**src/rtl/snn_config_loader.sv**
```systemverilog
`default_nettype none
// ============================================================================
//  Module   : snn_config_loader
//  Purpose  : Byte-serial loader for the SNN configuration buses. A framed,
//             XOR-checksummed byte stream fills a shadow register; the active
//             buses update atomically only after a frame checks out.
//  Revision : 1.0 - initial release
// ============================================================================
module snn_config_loader #(
  parameter int         W_BYTES = 36,
  parameter int         D_BYTES = 72,
  parameter int         P_BYTES = 3,
  parameter logic [7:0] SYNC    = 8'hA5
) (
  input  logic                 clk,
  input  logic                 rst_n,
  input  logic [7:0]           in_data,
  input  logic                 in_valid,
  output logic                 in_ready,
  input  logic                 abort,
  input  logic                 enable_in,
  output logic [8*W_BYTES-1:0] weights,
  output logic [8*D_BYTES-1:0] delays,
  output logic [5:0]           threshold,
  output logic [5:0]           decay,
  output logic [5:0]           refractory_period,
  output logic                 net_enable,
  output logic                 cfg_loaded,
  output logic                 cfg_done,
  output logic                 cfg_error,
  output logic                 busy
);

  localparam int c_TOTAL   = W_BYTES + D_BYTES + P_BYTES;
  localparam int c_CNT_W   = $clog2(c_TOTAL);
  localparam int c_WD_BITS = 8 * (W_BYTES + D_BYTES);
  localparam int c_IDX_W   = $clog2(c_WD_BITS);

  // Byte positions of the last frame byte and of the three parameter bytes
  localparam logic [c_CNT_W-1:0] c_CNT_LAST = c_CNT_W'(c_TOTAL - 1);
  localparam logic [c_CNT_W-1:0] c_CNT_THR  = c_CNT_W'(W_BYTES + D_BYTES);
  localparam logic [c_CNT_W-1:0] c_CNT_DEC  = c_CNT_W'(W_BYTES + D_BYTES + 1);
  localparam logic [c_CNT_W-1:0] c_CNT_REF  = c_CNT_W'(W_BYTES + D_BYTES + 2);

  typedef enum logic [1:0] {
    S_IDLE   = 2'd0,
    S_LOAD   = 2'd1,
    S_CHECK  = 2'd2,
    S_COMMIT = 2'd3
  } state_t;

  state_t                r_state;
  state_t                w_state_nxt;
  logic                  w_in_ready;
  logic                  w_accept;
  logic [c_CNT_W-1:0]    r_cnt;
  logic [7:0]            r_csum;
  logic [c_IDX_W-1:0]    w_bit_base;

  // Shadow copy; only the 6 used bits of each parameter byte are kept
  logic [c_WD_BITS-1:0]  r_sh_wd;
  logic [5:0]            r_sh_thr;
  logic [5:0]            r_sh_dec;
  logic [5:0]            r_sh_ref;

  // Active configuration
  logic [c_WD_BITS-1:0]  r_act_wd;
  logic [5:0]            r_act_thr;
  logic [5:0]            r_act_dec;
  logic [5:0]            r_act_ref;
  logic                  r_cfg_loaded;
  logic                  r_cfg_done;
  logic                  r_cfg_error;

  assign w_accept   = in_valid && w_in_ready;
  assign w_bit_base = c_IDX_W'(r_cnt) << 3;

  // State register
  always_ff @(posedge clk or negedge rst_n) begin
    if (!rst_n) begin
      r_state <= S_IDLE;
    end else begin
      r_state <= w_state_nxt;
    end
  end

  // Next-state and handshake: abort wins over everything and refuses the byte
  always_comb begin
    w_state_nxt = r_state;
    w_in_ready  = 1'b0;
    if (abort) begin
      w_state_nxt = S_IDLE;
    end else begin
      case (r_state)
        S_IDLE: begin
          w_in_ready = 1'b1;
          if (in_valid && (in_data == SYNC)) w_state_nxt = S_LOAD;
        end
        S_LOAD: begin
          w_in_ready = 1'b1;
          if (in_valid && (r_cnt == c_CNT_LAST)) w_state_nxt = S_CHECK;
        end
        S_CHECK: begin
          w_in_ready = 1'b1;
          if (in_valid) w_state_nxt = (in_data == r_csum) ? S_COMMIT : S_IDLE;
        end
        S_COMMIT: begin
          w_state_nxt = S_IDLE;
        end
        default: begin
          w_state_nxt = S_IDLE;
        end
      endcase
    end
  end

  // Frame datapath: shadow fill, checksum, status pulses and atomic commit
  always_ff @(posedge clk or negedge rst_n) begin
    if (!rst_n) begin
      r_cnt        <= '0;
      r_csum       <= '0;
      r_sh_wd      <= '0;
      r_sh_thr     <= '0;
      r_sh_dec     <= '0;
      r_sh_ref     <= '0;
      r_act_wd     <= '0;
      r_act_thr    <= '0;
      r_act_dec    <= '0;
      r_act_ref    <= '0;
      r_cfg_loaded <= 1'b0;
      r_cfg_done   <= 1'b0;
      r_cfg_error  <= 1'b0;
    end else begin
      r_cfg_done  <= 1'b0;
      r_cfg_error <= 1'b0;
      if (!abort) begin
        case (r_state)
          S_IDLE: begin
            if (w_accept && (in_data == SYNC)) begin
              r_cnt  <= '0;
              r_csum <= '0;
            end
          end
          S_LOAD: begin
            if (w_accept) begin
              // Upper bits of parameter bytes are dropped here but still
              // enter the checksum below
              if (r_cnt < c_CNT_THR) begin
                r_sh_wd[w_bit_base +: 8] <= in_data;
              end else if (r_cnt == c_CNT_THR) begin
                r_sh_thr <= in_data[5:0];
              end else if (r_cnt == c_CNT_DEC) begin
                r_sh_dec <= in_data[5:0];
              end else if (r_cnt == c_CNT_REF) begin
                r_sh_ref <= in_data[5:0];
              end
              r_csum <= r_csum ^ in_data;
              r_cnt  <= r_cnt + 1'b1;
            end
          end
          S_CHECK: begin
            if (w_accept && (in_data != r_csum)) r_cfg_error <= 1'b1;
          end
          S_COMMIT: begin
            r_act_wd     <= r_sh_wd;
            r_act_thr    <= r_sh_thr;
            r_act_dec    <= r_sh_dec;
            r_act_ref    <= r_sh_ref;
            r_cfg_loaded <= 1'b1;
            r_cfg_done   <= 1'b1;
          end
          default: begin
          end
        endcase
      end
    end
  end

  assign in_ready          = w_in_ready;
  assign busy              = (r_state != S_IDLE);
  assign weights           = r_act_wd[8*W_BYTES-1:0];
  assign delays            = r_act_wd[c_WD_BITS-1:8*W_BYTES];
  assign threshold         = r_act_thr;
  assign decay             = r_act_dec;
  assign refractory_period = r_act_ref;
  assign cfg_loaded        = r_cfg_loaded;
  assign cfg_done          = r_cfg_done;
  assign cfg_error         = r_cfg_error;
  assign net_enable        = enable_in && r_cfg_loaded;

endmodule
`default_nettype wire
```
**config.mk**
```make
export PLATFORM = sky130hd
export DESIGN_NAME = snn_config_loader
export DESIGN_NICKNAME = d
export VERILOG_FILES = /design/src/rtl/snn_config_loader.sv
export SDC_FILE = /design/constraint.sdc
export NUM_CORES = 2
export LEC_CHECK = 0
export ABC_AREA = 1
export CAP_MARGIN = 20
export CORE_UTILIZATION = 35
export DETAILED_ROUTE_END_ITERATION = 6
export GPL_ROUTABILITY_DRIVEN = 0
export SYNTH_ARGS = -nofsm -noshare
export SYNTH_HDL_FRONTEND = slang
export SYNTH_SLANG_ARGS = --single-unit
```
**constraint.sdc**
```tcl
create_clock -name clk -period 3.8 [get_ports clk]
set_clock_uncertainty 0.05 [all_clocks]
set_input_delay 0.76 -clock clk [delete_from_list [all_inputs] [get_ports clk]]
set_output_delay 0.76 -clock clk [all_outputs]
set_load 0.05 [all_outputs]
```
==> summary.txt <==
Multi-input gate area -> 22700 sq um
Post-synthesis sequential area ratio -> 63.3%
Synthesized area -> 70500 sq um
Layout area overhead -> 27.5%
Syn_nets -> 8105
Final setup vio count -> 0
Avg Cell Area, Syn -> 8.72 sq um
Reg-to-reg endpoint -> r_sh_wd[585]$_DFFE_PN0P_
# nets final -> 9021
Total Power -> 62.7 mW
Commonest non-fill, non-tap cell in the layout -> nand2_1
Post-synth top flop -> dfrtp_1
EDFF count, synth -> 0
Detailed placement HPWL -> 200000 um
Synth Area in Simple Gates -> 25.9%
Post-Layout Cell Count -> 11800
Clk slew on worst S/H paths -> 0.06 ns
Startpoint class of the critical path -> flop
First-pass GRT wire length -> 394000 um
Largest net degree at the start of global routing -> 206
Critical Path Sink Type -> flop
Largest family of logic cells by synthesized area -> simple AND/OR/NAND/NOR gates
Input/output buffers -> 900
CP Class -> reg -> reg
Static leakage -> 45.3 nW
Max Cap Viol -> 0
Final min period -> 3.59 ns
Clock Sinks -> 1784
Clock Latency Late Sink -> 0.84 ns
Overall Global Routing Usage -> 26.4%
Die Wd -> 451 um
Via count -> 58800
First-pass DRT Iterations -> 7
FILL cells -> 19400
Longest Clk Path Bufs -> 3
Compound-Gate Fraction of Synth Area -> 5.91%
Worst slew margin -> -8.16%
Register bit total from synthesis -> 1784
Mux contribution to synthesized area -> 0%
Worst hold path endpoint -> r_sh_wd[609]$_DFFE_PN0P_
Ys Warns -> 0
R2r startpoint -> r_cnt[1]$_DFFE_PN0P_
Final hold viol count -> 0
R2R Setup Slk -> 0.21 ns
H-tree depth -> 4
Starting Density -> 35.3%
Xor/xnor share of the synthesized area -> 0.161%
CP arrival -> 4.31 ns
Most frequent cells in the layout -> nand2_1 (3807), dfrtp_1 (1784), clkdlybuf4s50_1 (892), o21ai_0 (660), nor2_1 (427)
Synth top area cells -> dfrtp_1 (63%), nand2_1 (20%), o21ai_0 (4.7%)
Min-delay worst type -> in -> reg
Post-Synthesis Cells -> 8087
Layout cell share with drive strength beyond 1 -> 7.02%
RSZ-0062 raised after global routing -> false
Initial antenna violation count -> 10
Setup Fix Bufs, Post-CTS -> 0
Final ANT Viol Nets -> 0
Final period utilization -> 94.6%
Vias per cell -> 4.98
PD cells -> 697 nW/um^2
Worst-margin pin slew -> 1.62 ns
Share of the synthesized area in the top cell type -> 63.3%
WL/cell -> 23.1 um
Total die area -> 203000 sq um
Maximum vdd drop -> 0.640 mV
CTS tree -> yes
Dominant cell type by area after synthesis -> dfrtp_1
Failing checks -> DRC, slew limit
Worst Hold Path Cells -> 3
Die H -> 451 um
Post-synthesis async set-or-reset flop share -> 100%
Highest Clock Rate -> 278 MHz
I/O Pins -> 901
Grt ovf -> 0
Number of global-route vias before repair -> 57300
CTS Buf Count -> 190
Critical Path RT -> 4.52 ns
Root buffer cell -> clkbuf_16
Final Max Slew Viols -> 81
Hold path start -> in_data[1]
Total area of sequential cells -> 44600 sq um
Wirelength, routed -> 273000 um
# rows -> 164
Adder-cell share of the synthesized area -> 0.0887%
Setup TNS -> 0 ns
Cells after DPL -> 11500
Synth unique cells -> 30
Residual DRC count -> 96
Core area -> 200000 sq um
Initial drt markers -> 5714
Max FO, Critical Path -> 18
Status -> complete, but fails checks
FF-to-FF path depth -> 12
==> cells by family after synthesis <==
| group | count (synthesis) |
|---|---|
| compound gates | 829 |
| xor+xnor | 13 |
| fa+ha+maj | 5 |
| buf+inv | 825 |
| flops | 1784 |
| simple gates | 4631 |
==> flip-flops by register name, summed over array words and instances, names as in the netlist, 2 cells and up <==
name               cells
decay                  6
r_state                2
r_sh_wd              864
r_sh_dec               6
r_cnt                  7
r_csum                 8
threshold              6
r_sh_ref               6
r_act_wd             864
r_sh_thr               6
refractory_period      6
==> through the flow <==
stage / hold slack (ns) / area [sq um] / util [%] / setup WS (ns)
floorplan: 0.392 / 70500 / - / 1.08
global placement: 0.403 / 83400 / 41.7 / 0.176
detailed placement: 0.406 / 83500 / 41.7 / 0.202
CTS: 0.327 / 89900 / 44.9 / 0.233
global route: 0.337 / 89900 / 44.9 / 0.0141
finish: 0.398 / 89900 / 44.9 / 0.206
==> final cells by class <==
type / instances / share of cell area [%]
Inverter: 426 / 1.79
Sequential cell: 1784 / 49.7
Clock inverter: 68 / 0.916
Antenna cell: 5 / 0.0139
Timing Repair Buffer: 1123 / 12.5
Multi-Input combinational cell: 5478 / 25.2
Clock buffer: 277 / 6.22
Tap cell: 2656 / 3.70
==> synthesized netlist by cell type, types with 27 or more instances <==
| cell type | number |
|---|---|
| nand3_1 | 179 |
| buf_2 | 94 |
| a21oi_1 | 37 |
| clkbuf_1 | 263 |
| inv_1 | 402 |
| nand4_1 | 86 |
| o21ai_0 | 660 |
| o21ai_1 | 125 |
| buf_1 | 27 |
| dfrtp_1 | 1784 |
| nor3_1 | 47 |
| nand2_1 | 3811 |
| nor2_2 | 28 |
| nor2_4 | 29 |
| nor2_1 | 433 |
==> metal layers <==
layer	share of wire (%)	global-route usage [%]	vias to the layer above	wire length (um)
li1	-	-	27000	-
met1	42	34.7	29000	114000
met2	45	40.3	2263	122000
met3	7.0	5.25	530	19000
met4	6.8	16.0	0	18600
met5	0	0	-	0
==> report_power, final <==
part	total (mW)	switching [mW]	internal, mW
clock network	19.1	8.02	11.1
registers	22.9	1.58	21.3
logic	20.7	15.7	4.93
total	62.7	25.3	37.4
==> critical path, stage by stage (launching register included) <==
cell	delay, ns
dfrtp_1	0.47
inv_1	0.14
ha_1	0.32
nand2_1	0.11
nand2_1	0.12
nand2_4	0.12
inv_2	0.37
nand2_2	0.52
nor2_1	0.59
nand2_1	0.26
nor2_4	0.28
nand2_1	0.09
nand2_1	0.08
==> what timing repair did <==
item | 4_1_cts | 5_1_grt
endpoints found under the hold margin | 37 | 0
hold buffers | 1 | 0
resized for setup | 0 | 4
setup endpoints to repair | 0 | 26
==> how the worst max path moves through the flow <==
| stage | start | end | slack (ns) | depth (start not counted) |
|---|---|---|---|---|
| 6_report | r_cnt[1]$_DFFE_PN0P_ | r_sh_wd[585]$_DFFE_PN0P_ | 0.21 | 12 |
| 5_1_grt | r_cnt[1]$_DFFE_PN0P_ | r_sh_wd[72]$_DFFE_PN0P_ | 0.01 | 12 |
| 4_1_cts | r_cnt[1]$_DFFE_PN0P_ | r_sh_wd[92]$_DFFE_PN0P_ | 0.23 | 12 |
| 3_5_place_dp | in_valid | r_sh_wd[289]$_DFFE_PN0P_ | 0.20 | 14 |
| 3_3_place_gp | in_valid | r_sh_wd[290]$_DFFE_PN0P_ | 0.18 | 14 |
| 2_1_floorplan | r_cnt[0]$_DFFE_PN0P_ | r_sh_wd[834]$_DFFE_PN0P_ | 1.08 | 15 |
Note: power is estimated with default switching activity, not from simulation.
